## config.mk

```make
export PLATFORM = sky130hd
export DESIGN_NAME = fir_tap_sequencer
export DESIGN_NICKNAME = d
export VERILOG_FILES = /design/src/rtl/fir_tap_sequencer.sv
export SDC_FILE = /design/constraint.sdc
export NUM_CORES = 1
export LEC_CHECK = 0
export ABC_AREA = 1
export CELL_PAD_IN_SITES_DETAIL_PLACEMENT = 0
export CELL_PAD_IN_SITES_GLOBAL_PLACEMENT = 1
export CORE_UTILIZATION = 35
export CTS_CLUSTER_DIAMETER = 150
export CTS_CLUSTER_SIZE = 8
export DETAILED_ROUTE_END_ITERATION = 12
export DONT_BUFFER_PORTS = 1
export PLACE_DENSITY = 0.69
export SETUP_SLACK_MARGIN = 0.02
export SLEW_MARGIN = 5
export SYNTH_ARGS = -nofsm -noshare
export SYNTH_HDL_FRONTEND = slang
export SYNTH_SLANG_ARGS = --single-unit
```

## constraint.sdc

```tcl
create_clock -name i_clk -period 3.3 [get_ports i_clk]
set_input_delay 0.33 -clock i_clk [delete_from_list [all_inputs] [get_ports i_clk]]
set_output_delay 0.33 -clock i_clk [all_outputs]
set_load 0.01 [all_outputs]
```

## src/rtl/fir_tap_sequencer.sv

```systemverilog
// Coefficient bank and sequencer for a shift-loaded FIR: it shifts the bank into the
// filter, flushes the filter pipeline with zeros, then forwards upstream samples.
module fir_tap_sequencer #(
    parameter int NTAPS = 4,
    parameter int TW    = 12,
    parameter int IW    = 12,
    parameter int AW    = $clog2(NTAPS)
) (
    input  logic          i_clk,
    input  logic          i_reset,
    input  logic          i_coef_wr,
    input  logic [AW-1:0] i_coef_addr,
    input  logic [TW-1:0] i_coef,
    input  logic          i_load,
    input  logic          i_ce,
    input  logic [IW-1:0] i_sample,
    output logic          o_tap_wr,
    output logic [TW-1:0] o_tap,
    output logic          o_ce,
    output logic [IW-1:0] o_sample,
    output logic          o_busy,
    output logic          o_loaded,
    output logic          o_done
);

    localparam int CW = $clog2(NTAPS + 2);

    typedef enum logic [1:0] {IDLE, LOAD, FLUSH, RUN} state_t;

    state_t        state;
    state_t        state_next;
    logic [CW-1:0] cnt;
    logic [CW-1:0] cnt_next;

    logic [TW-1:0] bank      [NTAPS];
    logic [TW-1:0] bank_next [NTAPS];

    logic [31:0]   addr_ext;
    logic          coef_we;
    logic          pass_sample;
    logic          tap_wr_next;
    logic [TW-1:0] tap_next;
    logic          ce_next;
    logic [IW-1:0] sample_next;
    logic          busy_next;
    logic          done_next;
    logic          loaded_next;

    assign addr_ext = 32'(i_coef_addr);
    assign coef_we  = i_coef_wr && (state == IDLE || state == RUN) && (addr_ext < 32'(NTAPS));

    always_ff @(posedge i_clk) begin
        if (i_reset) begin
            state <= IDLE;
            cnt   <= '0;
        end else begin
            state <= state_next;
            cnt   <= cnt_next;
        end
    end

    // cnt walks the tap index down during LOAD, then the flush length during FLUSH
    always_comb begin
        state_next = state;
        cnt_next   = cnt;
        case (state)
            IDLE, RUN: begin
                if (i_load) begin
                    state_next = LOAD;
                    cnt_next   = CW'(NTAPS - 1);
                end
            end
            LOAD: begin
                if (cnt == '0) begin
                    state_next = FLUSH;
                    cnt_next   = CW'(NTAPS + 1);
                end else begin
                    cnt_next = cnt - CW'(1);
                end
            end
            FLUSH: begin
                if (cnt == '0) begin
                    state_next = RUN;
                    cnt_next   = '0;
                end else begin
                    cnt_next = cnt - CW'(1);
                end
            end
            default: begin
                state_next = IDLE;
                cnt_next   = '0;
            end
        endcase
    end

    // The tap read uses the post-write bank so a write coinciding with i_load is shifted out
    always_comb begin
        bank_next = bank;
        for (int k = 0; k < NTAPS; k++) begin
            if (coef_we && addr_ext == 32'(k)) begin
                bank_next[k] = i_coef;
            end
        end
    end

    always_comb begin
        tap_wr_next = (state_next == LOAD);
        tap_next    = '0;
        if (tap_wr_next) begin
            for (int k = 0; k < NTAPS; k++) begin
                if (cnt_next == CW'(k)) begin
                    tap_next = bank_next[k];
                end
            end
        end
        // Samples seen outside a settled RUN cycle are dropped rather than forwarded
        pass_sample = (state == RUN) && (state_next == RUN) && i_ce;
        ce_next     = (state_next == FLUSH) || pass_sample;
        sample_next = pass_sample ? i_sample : '0;
        busy_next   = (state_next == LOAD) || (state_next == FLUSH);
        done_next   = (state == FLUSH) && (state_next == RUN);
        if (state_next == LOAD) begin
            loaded_next = 1'b0;
        end else if (done_next) begin
            loaded_next = 1'b1;
        end else begin
            loaded_next = o_loaded;
        end
    end

    always_ff @(posedge i_clk) begin
        if (i_reset) begin
            for (int k = 0; k < NTAPS; k++) begin
                bank[k] <= '0;
            end
            o_tap_wr <= 1'b0;
            o_tap    <= '0;
            o_ce     <= 1'b0;
            o_sample <= '0;
            o_busy   <= 1'b0;
            o_loaded <= 1'b0;
            o_done   <= 1'b0;
        end else begin
            bank     <= bank_next;
            o_tap_wr <= tap_wr_next;
            o_tap    <= tap_next;
            o_ce     <= ce_next;
            o_sample <= sample_next;
            o_busy   <= busy_next;
            o_loaded <= loaded_next;
            o_done   <= done_next;
        end
    end

endmodule

```

* Yosys cells after proc, flatten, opt, wreduce, memory -nomap -nowiden *
Cells that the tools add are included.

operators by class
  $lt $le $gt $ge = 1
  add/subtract/negate cells = 1
  muxes and demuxes = 16
  bitwise operators = 2
  reductions and logical operators = 20
  equality and inequality tests = 12

operators by type and width
  operator             count
  $mux 12              8
  $logic_not 32->1     1
  $eq 2x2->1 const B   6
  $logic_and 1x1->1    9
  $mux 3               3
  $pmux 3 s3           1
  $reduce_or 2->1      4
  $eq 2x1->1 const B   3
  $eq 3x2->1 const B   2
  $logic_not 3->1      2
  $mux 2               3
  $pmux 2 s3           1
  $eq 3x1->1 const B   1
  $logic_or 1x1->1     3
  $lt 2x3->1 const B   1
  $sub 3x1->3 const B  1
  $logic_not 2->1      1
  $not 1->1            2

storage, ports and cells
  logic and storage cells = 65
  output and inout bits = 29
  register bits after elaboration = 82
  input bits = 31

* Logic depth before layout (Yosys ltp) *
  depth in word-level cells = 10
  depth in mapped cells = 13
  depth with buffers taken out = 12

* Worst setup path after synthesis *
OpenSTA, ideal clock, no wires.

  path type = reg2reg
  start = register state[0]
  end = register o_ce
  stages on the path, launching flop included = 11
  arrival = 2.200 ns
  data required time = 3.170 ns
  path slack = 0.970 ns
  period minus slack after synthesis = 2.330 ns
  library setup time = 0.130 ns
  buffers on the path = 2
  cell sequence = dfxtp_1 inv_1 ha_1 buf_4 or2_2 o21ai_0 inv_1 ha_1 nand4_1 clkbuf_1 nand2_1

on the way
  word-level cells in the longest chain between the ends = 7
  elaborated cells on any way between the ends = 14
  classes of those cells = eq/ne: 5; mux: 4; reduce/logical: 5

RTL lines
  what                                           RTL line  text
  from (decl)                                    30        state_t state;
  from (signal assigned)                         57        state <= state_next;
  $eq 2x2->1 or $logic_not 2->1 (tied branches)  66        case (state)
  $reduce_or 2->1                                66
  $pmux 2 s3 *                                   66
  via state_next[1]                              31        state_t state_next;
  $eq 2x2->1                                     117       pass_sample = (state == RUN) && (state_next == RUN) && i_ce;
  $logic_and 1x1->1 (2 in a row)                 117
  $logic_or 1x1->1 *                             118       ce_next = (state_next == FLUSH) || pass_sample;
  to (signal assigned)                           147       o_ce <= ce_next;
  to (decl)                                      19        output logic o_ce,

Mark *: on every way through the listed nets, which the timed path passes. The rest lies on a longest branch.
A chain may end at the register's enable or synchronous reset.

* Worst setup path after layout *
  start = register state[0]
  end = register o_tap[4]

on the way
  elaborated cells on any way between the ends = 32
  classes of those cells = eq/ne: 7; mux: 13; bitwise: 1; reduce/logical: 11

RTL lines
  what                                           RTL line  text
  $eq 2x2->1 or $logic_not 2->1 (tied branches)  66
  $reduce_or 2->1                                66
  $pmux 2 s3 *                                   66
  $eq 2x1->1 *                                   107       tap_wr_next = (state_next == LOAD);
  via tap_wr_next                                41        logic tap_wr_next;
  $not 1->1 (no source line) *                   -
  $reduce_or 2->1 (no source line) *             -
  to (signal assigned)                           146       o_tap <= tap_next;
  to (decl)                                      18        output logic [TW-1:0] o_tap,

Marks and branches as above.

==> flow_summary.yaml <==
routing:
  remaining_drc_errors: 0
  vias_per_cell: 4.41
  ant_nets: 0
  routed_wl_mm: 7.81
  drt-wirelength-per-cell_um: 12.5
  drt_first_iter_violations: 128
  first_pass_iters: 4
  via_count: 2763
setup_path:
  reg2reg_depth: 9
  cp_max_fo: 11
  rr_startpoint: "state[0]"
  critPathKind: "flop to flop"
  cp-end-kind: "flop"
  rrSetupSlack_ps: 560
  crit_required_ps: 3580
  start_kind: "flop"
  r2r_end: "o_tap[4]"
  cp.arrival_ps: 3020
yosys:
  synth_edf_count: 0
  ys_ff_latch: 82
  synth_most_common_cell: "nor2_1"
  netlist_instances: 496
  synth.area.top_cells: "dfxtp_1 47%, nor2_1 12%, inv_1 9.3%"
  ys_seq_area_frac: 0.468
  synthTopCellsByCount: "109 x nor2_1, 87 x inv_1, 82 x dfxtp_1"
  synthDistinctLibCells: 24
  syn_area_um2: 3510
  synthArstFlopShare: 0
  synth_top_area_cell: "dfxtp_1"
  synth-main-ff-cell: "dfxtp_1"
  netlist.area_leader.share: 0.468
  synth_fp_nets: 535
  syn_area_per_cell_um2: 7.07
  synth_warnings: 0
status:
  status: "finished, final reports clean"
pwr:
  p_int_uw: 1820
  seqPwrFrac: 0.409
  p_leak_uw: 0.00171
  power.density_nw_per_um2: 771
  clkPwrFrac: 0.265
  power_frac_comb: 0.326
  sw_frac_of_total: 0.375
  p_switching_uw: 1100
  ir_drop_mv: 0.186
final_layout:
  seq_area_um2: 1640
  final_cells: 626
  fillerInstances: 1081
  area_growth_pct: 8.07
  n_antenna_cell: 0
  nets: 528
  drive_gt1_frac: 0.0568
  multi_input_area_um2: 1410
clocking:
  clkSlewWorstSetupHoldPaths_ps: 90
  cts.sink_count: 82
  cts_hold_buffers: 0
  cts_resized: 0
  clock_latency_ps: 350
  root_buffer: "clkbuf_8"
  clock_path_buffers: 2
  cts_buffers: 9
  ctsHtreeMaxLevel: 3
  cts_setup_buffers: 0
  tritoncts: "done"
grt:
  grt_use_total: 0.160
  grt_pass1_vias: 2492
  grt_max_degree: 58
  grt_pass1_wl_mm: 12.6
  overflow: 0
  antenna_found_initial: 0
timing:
  worst_pin_slew_ps: 759
  fin_crit_ps: 2740
  grt_setup_unrepaired: "no"
  setup_violations: 0
  finalHoldViolCount: 0
  slew_headroom: 0.493
  min_period_over_period: 0.830
  clock_skew_ps: 13.0
  fin_tns_setup_ps: 0
  max_freq_mhz: 365
  final-max-slew-violation-count: 0
floorplan:
  initial_core_util: 0.360
  die_height_um: 102
  io_pins: 60
  die_area_um2: 10400
  core_area_um2: 9730
  chipWidth_um: 102
  row_count: 36
placed_design:
  gp_congestion: 0.723
  port_buffers: 0
  place.detailed.hpwl_mm: 5.35
  dpl.cell_count: 611
worst_hold_path:
  hold_start: "i_reset"
  hold_depth: 1
  min_to: "o_done"
  hold_path.class: "input port to flop"
flow_run:
  cap_viol_max_count: 0
==> cells by family after synthesis <==
family / synth area share
AOI/OAI and AO/OA: 0.110
adders and majority gates: 0.0286
buffers and inverters: 0.129
DFF: 0.468
and+or+nand+nor: 0.264
==> power by group through the flow <==
stage | registers, uW | clock network, uW | logic, uW
2_1_floorplan | 1200 | 0 | 795
5_1_grt | 1210 | 850 | 1100
4_1_cts | 1200 | 804 | 967
6_report | 1190 | 774 | 953
3_5_place_dp | 1220 | 0 | 964
3_3_place_gp | 1220 | 0 | 958
==> through the flow <==
step | total power (uW) | hold WS (ps) | cell area, um^2 | worst slack, ps | util
final | 2920 | 55.6 | 3790 | 560 | 0.389
after global routing | 3160 | 24.2 | 3790 | 294 | 0.389
after CTS | 2970 | 24.2 | 3790 | 534 | 0.389
after detailed placement | 2180 | 414 | 3580 | 541 | 0.368
after global placement | 2170 | 410 | 3580 | 605 | 0.368
after floorplan | 1990 | 441 | 3510 | 970 | -
==> flip-flops by register name (all words and copies together) (netlist names), 2 cells and up <==
signal    cells
o_sample     12
state         2
o_tap        12
bank         48
cnt           3
==> critical path, cell delays in order, from the launching register on <==
cell and delay (ps):
dfxtp_1 360, inv_1 70, ha_1 430, or2_2 350, o21ai_0 310, ha_1 200, inv_1 60, nor2_1 310
clkinv_1 390, nor2_1 200
==> metal layers <==
metal,routed length (um),share of wire,global-route usage
met1,3980,0.51,0.220
met4,47,0.0060,0.0670
met2,3290,0.42,0.236
met3,486,0.062,0.0438
met5,0,0,0
==> final cells by class <==
| cell class | count | share of cell area |
|---|---|---|
| clock buffers | 10 | 0.0337 |
| clock inverters | 5 | 0.0211 |
| inverters | 88 | 0.0872 |
| multi-input cells | 304 | 0.373 |
| flip-flops and latches | 82 | 0.433 |
| well taps | 133 | 0.0439 |
| repair buffers | 4 | 0.00793 |
==> worst max path at each step <==
| stage | start | slack, ps | depth (start not counted) | to |
|---|---|---|---|---|
| floorplan | state[0] | 970 | 10 | o_ce |
| detailed placement | state[0] | 540 | 9 | o_tap[4] |
| global route | state[0] | 290 | 9 | o_tap[11] |
| global placement | state[0] | 600 | 9 | o_tap[4] |
| CTS | state[0] | 530 | 9 | o_tap[4] |
| finish | state[0] | 560 | 9 | o_tap[4] |
==> placed cells by master, fill, tap and decap left out <==
cell | synthesis | final
nand2_1 | 76 | 76
o21ai_0 | 42 | 42
nor2_2 | 3 | 3
buf_4 | 3 | 4
clkinv_2 | 0 | 1
clkinvlp_4 | 0 | 2
or2_2 | 1 | 1
nor2_4 | 2 | 2
a21oi_1 | 10 | 10
clkinv_1 | 1 | 1
nand2_2 | 3 | 3
dfxtp_1 | 82 | 82
nand3_2 | 1 | 1
nand3_1 | 30 | 30
nand4_1 | 1 | 1
bufinv_16 | 0 | 2
o21a_1 | 13 | 13
inv_1 | 87 | 87
ha_1 | 8 | 8
clkbuf_1 | 6 | 1
nor2_1 | 109 | 109
o21ai_1 | 4 | 4
o211ai_1 | 1 | 1
clkbuf_8 | 0 | 9
No activity file was read; power rests on OpenSTA's default activity.
